### src/rtl/ballot_unit_if.sv
// Handshake bundle between the voter console, its stimulus side and the EVM counter.
// master drives arm/btn; slave is the ballot_unit itself.
interface ballot_unit_if;
    logic       arm;
    logic [3:0] btn;
    logic [1:0] candidate;
    logic       vote;
    logic       ready;
    logic       multi_press;
    logic       timeout;
    logic [7:0] cast_count;

    modport master (
        output arm, btn,
        input  candidate, vote, ready, multi_press, timeout, cast_count
    );

    modport slave (
        input  arm, btn,
        output candidate, vote, ready, multi_press, timeout, cast_count
    );
endinterface

### src/rtl/ballot_unit.sv
// Voter console: synchronises/debounces four buttons and emits one vote strobe per armed ballot.
// Optional armed-ballot expiry is enabled by defining BALLOT_TIMEOUT_EN.
module ballot_unit #(
    parameter int DEBOUNCE_CYCLES = 4,
    parameter int TIMEOUT_CYCLES  = 64
) (
    input  logic          clk,
    input  logic          reset,
    ballot_unit_if.slave  bus
);

    localparam int DCNT_W = $clog2(DEBOUNCE_CYCLES + 1);

    if (DEBOUNCE_CYCLES < 2 || TIMEOUT_CYCLES < 1) begin : g_bad_param
        $error("ballot_unit: DEBOUNCE_CYCLES must be >= 2 and TIMEOUT_CYCLES >= 1");
    end

    typedef enum logic [2:0] {
        S_IDLE,
        S_ARMED,
        S_DEBOUNCE,
        S_CAST,
        S_RELEASE
    } state_t;

    state_t              state_q, state_d;
    logic [3:0]          meta_q, meta_d;
    logic [3:0]          sbtn_q, sbtn_d;
    logic                clean_q, clean_d;
    logic                multi_seen_q, multi_seen_d;
    logic [DCNT_W-1:0]   dcnt_q, dcnt_d;
    logic [1:0]          code_q, code_d;
    logic [1:0]          cand_q, cand_d;
    logic [7:0]          count_q, count_d;
    logic [1:0]          enc;
    logic                onehot;
    logic                multi;
    logic                multi_press;

`ifdef BALLOT_TIMEOUT_EN
    localparam int TCNT_W = $clog2(TIMEOUT_CYCLES + 1);
    logic [TCNT_W-1:0]   tcnt_q, tcnt_d;
    logic                timeout_q, timeout_d;
`endif

    assign meta_d = bus.btn;
    assign sbtn_d = meta_q;
    assign onehot = $onehot(sbtn_q);
    assign multi  = ($countones(sbtn_q) > 1);

    always_comb begin
        enc = 2'd0;
        for (int i = 0; i < 4; i++) begin
            if (sbtn_q[i]) enc = 2'(i);
        end
    end

    always_comb begin
        state_d      = state_q;
        clean_d      = clean_q;
        dcnt_d       = dcnt_q;
        code_d       = code_q;
        cand_d       = cand_q;
        count_d      = count_q;
        multi_press  = 1'b0;
        // Re-arms the multi-press pulse as soon as the multi-bit condition ends.
        multi_seen_d = multi ? multi_seen_q : 1'b0;
`ifdef BALLOT_TIMEOUT_EN
        tcnt_d       = tcnt_q;
        timeout_d    = 1'b0;
`endif
        case (state_q)
            S_IDLE: begin
                if (bus.arm) begin
                    state_d      = S_ARMED;
                    clean_d      = 1'b0;
                    dcnt_d       = '0;
                    multi_seen_d = 1'b0;
`ifdef BALLOT_TIMEOUT_EN
                    tcnt_d       = '0;
`endif
                end
            end
            S_ARMED: begin
                if (sbtn_q == 4'b0000) begin
                    clean_d = 1'b1;
                end else if (clean_q && onehot) begin
                    code_d  = enc;
                    dcnt_d  = DCNT_W'(1);
                    state_d = S_DEBOUNCE;
                end else if (clean_q && multi && !multi_seen_q) begin
                    multi_press  = 1'b1;
                    multi_seen_d = 1'b1;
                end
            end
            S_DEBOUNCE: begin
                if (sbtn_q == (4'b0001 << code_q)) begin
                    if (dcnt_q == DCNT_W'(DEBOUNCE_CYCLES)) begin
                        state_d = S_CAST;
                        cand_d  = code_q;
                        count_d = (count_q != 8'hFF) ? count_q + 8'd1 : count_q;
                    end else begin
                        dcnt_d = dcnt_q + DCNT_W'(1);
                    end
                end else begin
                    state_d = S_ARMED;
                    dcnt_d  = '0;
                end
            end
            S_CAST: begin
                state_d = S_RELEASE;
            end
            S_RELEASE: begin
                // A still-held press must never reach a fresh ballot.
                if (sbtn_q == 4'b0000) state_d = S_IDLE;
            end
            default: begin
                state_d = S_IDLE;
            end
        endcase
`ifdef BALLOT_TIMEOUT_EN
        if (state_q == S_ARMED || state_q == S_DEBOUNCE) begin
            tcnt_d = tcnt_q + TCNT_W'(1);
            // A cast landing on the expiry edge takes precedence over the timeout.
            if (tcnt_q == TCNT_W'(TIMEOUT_CYCLES - 1) && state_d != S_CAST) begin
                state_d   = S_IDLE;
                timeout_d = 1'b1;
            end
        end
`endif
    end

    always_ff @(posedge clk) begin
        if (reset) begin
            state_q      <= S_IDLE;
            meta_q       <= 4'b0000;
            sbtn_q       <= 4'b0000;
            clean_q      <= 1'b0;
            multi_seen_q <= 1'b0;
            dcnt_q       <= '0;
            code_q       <= 2'b00;
            cand_q       <= 2'b00;
            count_q      <= 8'd0;
`ifdef BALLOT_TIMEOUT_EN
            tcnt_q       <= '0;
            timeout_q    <= 1'b0;
`endif
        end else begin
            state_q      <= state_d;
            meta_q       <= meta_d;
            sbtn_q       <= sbtn_d;
            clean_q      <= clean_d;
            multi_seen_q <= multi_seen_d;
            dcnt_q       <= dcnt_d;
            code_q       <= code_d;
            cand_q       <= cand_d;
            count_q      <= count_d;
`ifdef BALLOT_TIMEOUT_EN
            tcnt_q       <= tcnt_d;
            timeout_q    <= timeout_d;
`endif
        end
    end

    assign bus.candidate   = cand_q;
    assign bus.vote        = (state_q == S_CAST);
    assign bus.ready       = (state_q == S_ARMED) || (state_q == S_DEBOUNCE);
    assign bus.multi_press = multi_press;
    assign bus.cast_count  = count_q;
`ifdef BALLOT_TIMEOUT_EN
    assign bus.timeout     = timeout_q;
`else
    assign bus.timeout     = 1'b0;
`endif

endmodule

### src/flat_wrapper.sv
// flat-port wrapper written by rule: the top's interface ports become plain ports
module ballot_unit_flat 
#(
    parameter int DEBOUNCE_CYCLES = 4,
    parameter int TIMEOUT_CYCLES  = 64
)
  (clk, reset, bus_arm, bus_btn, bus_candidate, bus_vote, bus_ready, bus_multi_press, bus_timeout, bus_cast_count);
  ballot_unit_if bus_i ();
  input  logic clk;
  input  logic reset;
  input wire logic [$bits(bus_i.arm)-1:0] bus_arm;
  input wire logic [$bits(bus_i.btn)-1:0] bus_btn;
  output wire logic [$bits(bus_i.candidate)-1:0] bus_candidate;
  output wire logic [$bits(bus_i.vote)-1:0] bus_vote;
  output wire logic [$bits(bus_i.ready)-1:0] bus_ready;
  output wire logic [$bits(bus_i.multi_press)-1:0] bus_multi_press;
  output wire logic [$bits(bus_i.timeout)-1:0] bus_timeout;
  output wire logic [$bits(bus_i.cast_count)-1:0] bus_cast_count;
  assign bus_i.arm = bus_arm;
  assign bus_i.btn = bus_btn;
  assign bus_candidate = bus_i.candidate;
  assign bus_vote = bus_i.vote;
  assign bus_ready = bus_i.ready;
  assign bus_multi_press = bus_i.multi_press;
  assign bus_timeout = bus_i.timeout;
  assign bus_cast_count = bus_i.cast_count;
  ballot_unit #(.DEBOUNCE_CYCLES(DEBOUNCE_CYCLES), .TIMEOUT_CYCLES(TIMEOUT_CYCLES)) u_core (.clk(clk), .reset(reset), .bus(bus_i));
endmodule
### config.mk
export PLATFORM = sky130hd
export DESIGN_NAME = ballot_unit_flat
export DESIGN_NICKNAME = d
export VERILOG_FILES = /design/src/rtl/ballot_unit_if.sv /design/src/rtl/ballot_unit.sv /design/src/flat_wrapper.sv
export SDC_FILE = /design/constraint.sdc
export NUM_CORES = 1
export LEC_CHECK = 0
export CAP_MARGIN = 20
export CORE_ASPECT_RATIO = 0.5
export CORE_MARGIN = 2
export CORE_UTILIZATION = 48
export DETAILED_ROUTE_END_ITERATION = 8
export PLACE_DENSITY = 0.81
export SETUP_SLACK_MARGIN = 0.05
export SLEW_MARGIN = 20
export SYNTH_ARGS = -nofsm -noshare
export SYNTH_HDL_FRONTEND = slang
export SYNTH_SLANG_ARGS = --single-unit
### constraint.sdc
create_clock -name clk -period 2.57 [get_ports clk]
set_input_delay 0.514 -clock clk [delete_from_list [all_inputs] [get_ports clk]]
set_output_delay 0.514 -clock clk [all_outputs]
set_load 0.05 [all_outputs]
==> out/qor.log, run 1 <==
INFO  status         run_status=finished clean
INFO  global_route   grt_overflow_total=0
INFO  die            die_w=82.3um
INFO  worst_setup_path timing.critical_path.from_type=flip-flop
INFO  die            initial_core_util=49.7%
INFO  yosys          post_syn_instances=168
INFO  routing        routed-via-count=1318
INFO  yosys          yosys.area.top_type_share=38.1%
INFO  worst_setup_path timing.critical_path.required=2.06ns
INFO  global_route   first_global_vias=1277
INFO  timing         hold-worst-slack=0.445ns
INFO  clocking       cts-buffers-inserted=3
INFO  clocking       ctsHtreeMaxLevel=1
INFO  worst_hold_path worst_hold_path_type=reg -> reg
INFO  place          count_of_port_buffers_added_during_placement=19
INFO  yosys          synth.largest_area_cell=sky130_fd_sc_hd__dfxtp_1
INFO  clocking       hold_buffers=0
INFO  yosys          synth.ff_latch_count=28
INFO  power_and_ir_drop power.leakage=0.689nW
INFO  timing         report.final.hold_viol_count=0
INFO  routing        drtPass1Iterations=4
INFO  routing        via_per_inst=5.68
INFO  clocking       cts_tree=done
INFO  timing         worstMarginPinSlew=0.693ns
INFO  finish         fill_cells=235
INFO  clocking       later_pin_clock_latency_in_the_skew_report=0.28ns
INFO  routing        post-route-drc-count=0
INFO  yosys          syn_nets=184
INFO  die            pin_count=21
INFO  timing         final.min_clock_period=2.55ns
INFO  power_and_ir_drop power_per_cell_area=487nW/um^2
INFO  worst_hold_path hp-start=u_core.meta_q[0]$_SDFF_PP0_
INFO  yosys          yosysMostFrequentCell=sky130_fd_sc_hd__dfxtp_1
INFO  timing         fmax=0.392GHz
INFO  timing         setup_viol_count_final=0
INFO  power_and_ir_drop ir_worst_vdd=0.406mV
INFO  timing         slew_headroom=53.8%
INFO  place          placer_s_final_routability_congestion_estimate=0.873
INFO  yosys          synth_top_area_cells=sky130_fd_sc_hd__dfxtp_1, sky130_fd_sc_hd__ha_1, sky130_fd_sc_hd__a21oi_1
INFO  worst_setup_path worst_reg_to_reg_setup_slack=0.05ns
INFO  worst_setup_path crit_path_end_kind=output pin
INFO  die            area_inside_the_core_boundary=2960squm
INFO  worst_setup_path critical_path.cell_chain=inv_2 > ha_4 > ha_4 > inv_2 > fa_1 > nand2_2 > nor3b_4 > buf_12
INFO  routing        totalWireLength=3.40mm
INFO  yosys          number_of_distinct_standard_cells_referenced_by_the_synthesized_netlist=45
INFO  yosys          synth_enable_flop_cells=0
INFO  worst_setup_path arrival_time_at_the_worst_endpoint=2.04ns
INFO  worst_setup_path critPathKind=reg -> out
INFO  yosys          avgSynthCellArea=8.75squm
INFO  worst_setup_path worstPathMaxFanout=2
INFO  yosys          yosysWarningCount=0
INFO  global_route   antenna_found_initial=0
INFO  place          hpwl=2.20mm
INFO  global_route   grt_start_max_net_pins=17
INFO  routing        first_iter_violations=67
INFO  finish         areaGrowthSynthToFinish=28.2%
INFO  timing         final_max_slew_viol_count=0
INFO  routing        wl_per_cell=14.7um
INFO  worst_hold_path hold_end=u_core.sbtn_q[0]$_SDFF_PP0_
INFO  finish         insertedDiodeCount=0
INFO  worst_setup_path critical_path.reg2reg.endpoint=u_core.code_q[1]$_SDFFE_PP0P_
INFO  clocking       cts.root.buffer_cell=sky130_fd_sc_hd__clkbuf_8
INFO  worst_setup_path slowest_delay=0.46ns
INFO  global_route   global_route.usage.total=20.8%
INFO  yosys          async_sr_flop_fraction=0%
INFO  die            chipHeight=43.1um
INFO  worst_hold_path min_path_cells=1
INFO  clocking       cts.path.max_buffers=2
INFO  clocking       clk_pin_slew_worst_paths=0.10ns
INFO  finish         fraction_of_layout_cells_with_a_size_suffix_above_1=17.7%
INFO  yosys          synth_top_cells_by_count=sky130_fd_sc_hd__dfxtp_1, sky130_fd_sc_hd__a21oi_1, sky130_fd_sc_hd__inv_1
INFO  clocking       tritoncts_num_sinks=28
INFO  worst_setup_path slowest_stage_cell_crit_path=sky130_fd_sc_hd__fa_1
INFO  power_and_ir_drop design_power_total=0.000917W
INFO  timing         worst_clock_skew=0.00271ns
INFO  yosys          syn-cell-area=1470squm
INFO  finish         nNetsFinal=209
INFO  timing         final_min_period_over_clock_period=99.4%
INFO  global_route   grt_first_pass_wirelength=5.62mm
INFO  flow_run       timing.max_cap.violations=0
INFO  worst_setup_path regToRegStartpoint=u_core.sbtn_q[3]$_SDFF_PP0_
INFO  routing        antenna_left=0
INFO  yosys          synth_ff_type=sky130_fd_sc_hd__dfxtp_1
INFO  yosys          synth.yosys.seq_area_share=38.1%
INFO  die            num_rows=14
INFO  timing         rsz0062_at_grt=true
INFO  die            die-area=3550squm
INFO  worst_setup_path reg2regPathDepth=11
how the worst max path moves through the flow:
stage	start	to	cells past startpoint	slack, ns
after floorplan	u_core.sbtn_q[1]$_SDFF_PP0_	bus_multi_press	7	0.10
after global routing	u_core.sbtn_q[2]$_SDFF_PP0_	u_core.code_q[0]$_SDFFE_PP0P_	11	-0.06
after CTS	u_core.sbtn_q[2]$_SDFF_PP0_	bus_multi_press	8	0.04
after detailed placement	u_core.sbtn_q[3]$_SDFF_PP0_	u_core.code_q[0]$_SDFFE_PP0P_	10	0.06
after global placement	u_core.sbtn_q[2]$_SDFF_PP0_	bus_multi_press	8	0.14
final	u_core.sbtn_q[3]$_SDFF_PP0_	bus_multi_press	8	0.02
final cells by class:
cell class / count / area (sq um) / area share (%)
Multi-Input combinational cell: 116 / 858 / 45.6
Sequential cell: 28 / 568 / 30.1
Timing Repair Buffer: 29 / 280 / 14.9
Inverter: 15 / 56.3 / 2.99
Tap cell: 40 / 50.0 / 2.66
Clock buffer: 3 / 41.3 / 2.19
Clock inverter: 1 / 30.0 / 1.59
state kept, by name (all words and copies together), names as in the netlist:
name,flops
u_core.bus.cast_count,8
u_core.meta_q,4
u_core.sbtn_q,4
u_core.dcnt_q,3
u_core.state_q,3
u_core.bus.candidate,2
u_core.code_q,2
u_core.clean_q,1
u_core.multi_seen_q,1
metal layers:
layer / part of all wire, % / wire length [um] / vias up / track usage (%)
met2: 49 / 1660 / 36 / 35.2
met1: 47 / 1590 / 624 / 25.9
li1: - / - / 652 / -
met3: 3.2 / 108 / 6 / 5.32
met4: 1.3 / 44 / 0 / 7.00
met5: 0 / 0 / - / 0
layout by cell type (no fill, tap or decap), drive strengths merged, types with 2 or more instances in the layout:
master | synthesis | final
nor2b | 8 | 8
and3b | 2 | 2
a31oi | 3 | 3
clkdlybuf4s50 | 0 | 16
dlymetal6s2s | 0 | 2
nand3 | 7 | 7
nor3b | 5 | 5
nand4b | 2 | 2
nand3b | 3 | 3
inv | 15 | 15
nand2 | 11 | 11
buf | 5 | 11
o31ai | 5 | 5
nor3 | 3 | 3
and2 | 3 | 3
dfxtp | 28 | 28
clkbuf | 4 | 3
ha | 8 | 8
a21oi | 15 | 15
a311oi | 4 | 4
or3 | 2 | 2
nor2 | 9 | 9
and3 | 2 | 2
o21ai | 5 | 5
or4 | 3 | 3
worst max-delay path, delay by kind of cell (launching register included):
kind | cells | cell delay [ns]
adders and majority gates | 3 | 0.86
DFF | 1 | 0.36
and+or+nand+nor | 2 | 0.30
buffers and inverters | 3 | 0.23
logic make-up (layout without fill, tap and decap cells):
family                     count (synthesis)  count (layout)  share of synthesized area (%)
xor gates and xnor gates                   1               1                          0.596
muxes                                      1               1                          0.681
adders and majority gates                  9               9                           8.17
and+or+nand+nor                           63              63                           25.8
other                                      1               1                          0.255
AOI/OAI and AO/OA                         41              41                           18.5
buffers and inverters                     24              48                           7.91
DFF                                       28              28                           38.1
where the power goes:
| group | internal, W | leakage (nW) | switching, W |
|---|---|---|---|
| Sequential | 0.000444 | 0.230 | 0.0000123 |
| Combinational | 0.0000525 | 0.424 | 0.0000605 |
| Clock | 0.000209 | 0.0357 | 0.000140 |
| Total | 0.000705 | 0.689 | 0.000213 |
through the flow:
stage	area [sq um]	utilization (%)	cells	setup TNS (ns)	setup slack [ns]
after floorplan	1480	-	168	0	0.103
after global placement	1700	57.5	222	0	0.145
after detailed placement	1700	57.5	222	0	0.0562
after CTS	1860	62.8	231	0	0.0430
after global routing	1880	63.7	232	-0.133	-0.0602
final	1880	63.7	232	0	0.0165
what timing repair did:
item                                    CTS  global route
gates resized for setup                  15             4
buffers inserted                          5             1
endpoints found under the setup margin    3             8
cloned                                    0             0
endpoints found under the hold margin     0             0
pin swaps                                 5             3
Power figures use the tool's default switching activity.
==> run 2: changes to the inputs <==
--- a/config.mk
+++ b/config.mk
@@ -8,9 +8,9 @@
 export CAP_MARGIN = 20
 export CORE_ASPECT_RATIO = 0.5
 export CORE_MARGIN = 2
-export CORE_UTILIZATION = 48
+export CORE_UTILIZATION = 53
 export DETAILED_ROUTE_END_ITERATION = 8
-export PLACE_DENSITY = 0.81
+export PLACE_DENSITY = 0.85
 export SETUP_SLACK_MARGIN = 0.05
 export SLEW_MARGIN = 20
 export SYNTH_ARGS = -nofsm -noshare
==> constraint.sdc (replaced) <==
create_clock -name clk -period 2.7 [get_ports clk]
set_input_delay 0.54 -clock clk [delete_from_list [all_inputs] [get_ports clk]]
set_output_delay 0.54 -clock clk [all_outputs]
set_load 0.05 [all_outputs]
==> run 2 against run 1 <==
Register-to-register slack better by 0.24 ns. Via count is 1.4% lower. Die area decreased by 8.8%. Combinational power decreased by 11%. Non-clock buffer count shrank 2. Total power fell by 14%. Wire length is 8.2% lower. Clock-buffer cell count grew 1. Critical path depth did not move. Clock power down 26%. Critical path type unchanged. Largest power group unchanged. Highest routed layer unchanged.
==> out/qor.log, run 2 (synthesis gave the netlist of run 1 again) <==
INFO  status         run_status=finished clean
INFO  finish         mostFrequentLayoutCells=sky130_fd_sc_hd__dfxtp_1, sky130_fd_sc_hd__clkdlybuf4s50_1, sky130_fd_sc_hd__a21oi_1
INFO  worst_setup_path cp_top_family=adder cells
INFO  finish         multi_input_area=852squm [-0.73%]
INFO  power_and_ir_drop ir_worst_vdd=0.350mV [-14%]
INFO  finish         layout.cell_area.non_filler=1840squm [-2.5%]
INFO  timing         final.min_clock_period=2.59ns
INFO  global_route   grt_start_max_net_pins=16 [-1]
INFO  routing        wl_per_cell=13.8um [-6.2%]
INFO  place          placer_s_final_routability_congestion_estimate=0.827 [-5.4%]
INFO  worst_setup_path critical_path.reg2reg.endpoint=u_core.code_q[1]$_SDFFE_PP0P_
INFO  clocking       cts.root.buffer_cell=sky130_fd_sc_hd__clkbuf_8
INFO  routing        totalWireLength=3.12mm [-8.2%]
INFO  worst_setup_path regToRegStartpoint=u_core.sbtn_q[3]$_SDFF_PP0_
INFO  worst_setup_path slowest_delay=0.46ns [about the same]
INFO  worst_hold_path worst_hold_path_type=reg -> reg
INFO  clocking       clk_pin_slew_worst_paths=0.10ns [about the same]
INFO  place          hpwl=2.17mm [-1.3%]
INFO  die            num_rows=13 [-1]
INFO  power_and_ir_drop power.leakage=0.639nW [-7.2%]
INFO  global_route   first_global_vias=1052 [-18%]
INFO  timing         rsz0062_at_grt=false
INFO  timing         setup_viol_count_final=0 [unchanged]
INFO  global_route   grt_first_pass_wirelength=4.82mm [-14%]
INFO  routing        via_per_inst=5.72 [+0.73%]
INFO  worst_setup_path crit_path_end_kind=output pin
INFO  die            pin_count=21 [unchanged]
INFO  global_route   antenna_found_initial=0 [unchanged]
INFO  worst_setup_path slowest_stage_cell_crit_path=sky130_fd_sc_hd__fa_1
INFO  timing         slew_headroom=55.4% [+1.6 points]
INFO  timing         final_max_slew_viol_count=0 [unchanged]
INFO  clocking       later_pin_clock_latency_in_the_skew_report=0.27ns [about the same]
INFO  clocking       tritoncts_num_sinks=28 [unchanged]
INFO  power_and_ir_drop power_per_cell_area=432nW/um^2 [-11%]
INFO  worst_setup_path worstPathBufferInverterCount=3 [unchanged]
INFO  finish         register_area=568squm [unchanged]
INFO  routing        routed-via-count=1299 [-1.4%]
INFO  place          place_area=1700squm [-0.22%]
INFO  die            chipHeight=41.2um [-4.4%]
INFO  finish         largest_reg_flops=8 [unchanged]
INFO  worst_setup_path worstPathMaxFanout=6 [+4]
INFO  worst_setup_path timing.critical_path.required=2.16ns [+0.10 ns]
INFO  global_route   global_route.usage.total=20.0% [-0.84 points]
INFO  timing         worst_slack=0.114ns [+0.0975 ns]
INFO  worst_setup_path reg2regPathDepth=11 [unchanged]
INFO  worst_setup_path critPathKind=reg -> out
INFO  clocking       cts.path.max_buffers=2 [unchanged]
INFO  worst_setup_path timing.critical_path.from_type=flip-flop
INFO  routing        antenna_left=0 [unchanged]
INFO  finish         layout_commonest_cell=sky130_fd_sc_hd__dfxtp_1
INFO  timing         report.final.hold_viol_count=0 [unchanged]
INFO  finish         insertedDiodeCount=0 [unchanged]
INFO  finish         fraction_of_layout_cells_with_a_size_suffix_above_1=16.3% [-1.4 points]
INFO  routing        drtPass1Iterations=4 [unchanged]
INFO  worst_setup_path critical_path.cell_chain=inv_2 > ha_4 > ha_4 > inv_2 > fa_1 > nand2_2 > nor3b_4 > buf_12
INFO  clocking       cts_tree=done
INFO  global_route   grt_overflow_total=0 [unchanged]
INFO  worst_setup_path critical_path_cell_count=8 [unchanged]
INFO  finish         fill_cells=200 [-15%]
INFO  timing         fmax=0.387GHz
INFO  clocking       ctsHtreeMaxLevel=1 [unchanged]
INFO  die            area_inside_the_core_boundary=2620squm [-12%]
INFO  routing        post-route-drc-count=0 [unchanged]
INFO  timing         worstMarginPinSlew=0.668ns [-0.0244 ns]
INFO  timing         hold-worst-slack=0.436ns [-0.00933 ns]
INFO  place          minimum_setup_slack_after_placement=0.191ns [+0.135 ns]
INFO  finish         nNetsFinal=207 [-0.96%]
INFO  worst_setup_path worst_reg_to_reg_setup_slack=0.29ns [+0.24 ns]
INFO  die            die_w=78.5um [-4.6%]
INFO  clocking       cts-buffers-inserted=3 [unchanged]
INFO  die            initial_core_util=56.1% [+6.5 points]
INFO  finish         areaGrowthSynthToFinish=25.0%
INFO  place          count_of_port_buffers_added_during_placement=19 [unchanged]
INFO  timing         final_min_period_over_clock_period=95.8%
INFO  worst_setup_path arrival_time_at_the_worst_endpoint=2.05ns [about the same]
INFO  worst_setup_path critPathLaunch=u_core.sbtn_q[3]$_SDFF_PP0_
INFO  timing         fin_tns_setup=0ns [unchanged]
INFO  routing        first_iter_violations=112 [+67%]
INFO  flow_run       timing.max_cap.violations=0 [unchanged]
INFO  timing         worst_clock_skew=0.00338ns [+0.000669 ns]
INFO  worst_setup_path critical_path.endpoint=bus_multi_press
INFO  die            die-area=3240squm [-8.8%]
==> run 2: where the power goes <==
group	internal, W	switching [W]	leakage [nW]	total (W)
clock	0.000131	0.000128	0.0288	0.000259
combinational	0.0000479	0.0000531	0.381	0.000101
sequential	0.000422	0.0000111	0.230	0.000433
==> run 2: metal layers <==
metal  global-route usage [%]  routed length (um)
met1                     25.8                1570
met2                     36.0                1410
met3                     5.29                 130
met4                     2.63                   8
met5                        0                   0
==> run 2: worst min path at each step <==
stage / slack [ns] / endpoint / cells after the start / start
after floorplan: 0.41 / u_core.sbtn_q[0]$_SDFF_PP0_ / 1 / u_core.meta_q[0]$_SDFF_PP0_
after global placement: 0.42 / u_core.sbtn_q[3]$_SDFF_PP0_ / 1 / u_core.meta_q[3]$_SDFF_PP0_
after detailed placement: 0.42 / u_core.sbtn_q[1]$_SDFF_PP0_ / 1 / u_core.meta_q[1]$_SDFF_PP0_
after CTS: 0.44 / u_core.sbtn_q[3]$_SDFF_PP0_ / 1 / u_core.meta_q[3]$_SDFF_PP0_
after global routing: 0.45 / u_core.sbtn_q[1]$_SDFF_PP0_ / 1 / u_core.meta_q[1]$_SDFF_PP0_
final: 0.44 / u_core.sbtn_q[3]$_SDFF_PP0_ / 1 / u_core.meta_q[3]$_SDFF_PP0_
==> run 2: worst reg2reg max path, cell delays in order (launching register included) <==
cell	delay [ns]
sky130_fd_sc_hd__dfxtp_4	0.38
sky130_fd_sc_hd__inv_2	0.05
sky130_fd_sc_hd__ha_4	0.27
sky130_fd_sc_hd__ha_4	0.13
sky130_fd_sc_hd__inv_2	0.03
sky130_fd_sc_hd__fa_1	0.51
sky130_fd_sc_hd__nand2_2	0.05
sky130_fd_sc_hd__buf_4	0.14
sky130_fd_sc_hd__nor4bb_1	0.26
sky130_fd_sc_hd__buf_4	0.18
sky130_fd_sc_hd__a21oi_1	0.07
sky130_fd_sc_hd__a311oi_1	0.25
==> run 2: final cells by class <==
class                      count  area share, %
clock buffer                   4           3.00
inverter                      15           3.06
multi-input combinational    116           46.4
sequential                    28           30.9
tap                           37           2.52
timing repair buffer          27           14.2
==> run 2: through the flow <==
stage | util (%) | power, W | std cells
2_1_floorplan | - | 0.000500 | 168
3_3_place_gp | 64.8 | 0.000526 | 219
3_5_place_dp | 64.8 | 0.000528 | 219
4_1_cts | 68.4 | 0.000785 | 227
5_1_grt | 70.2 | 0.000822 | 227
6_report | 70.2 | 0.000793 | 227
==> run 2: repair_timing <==
action | CTS | global route
resized for setup | 5 | 11
pin swaps | 1 | 4
buffers inserted | 4 | 0
hold buffers | 0 | 0
setup endpoints to repair | 1 | 2
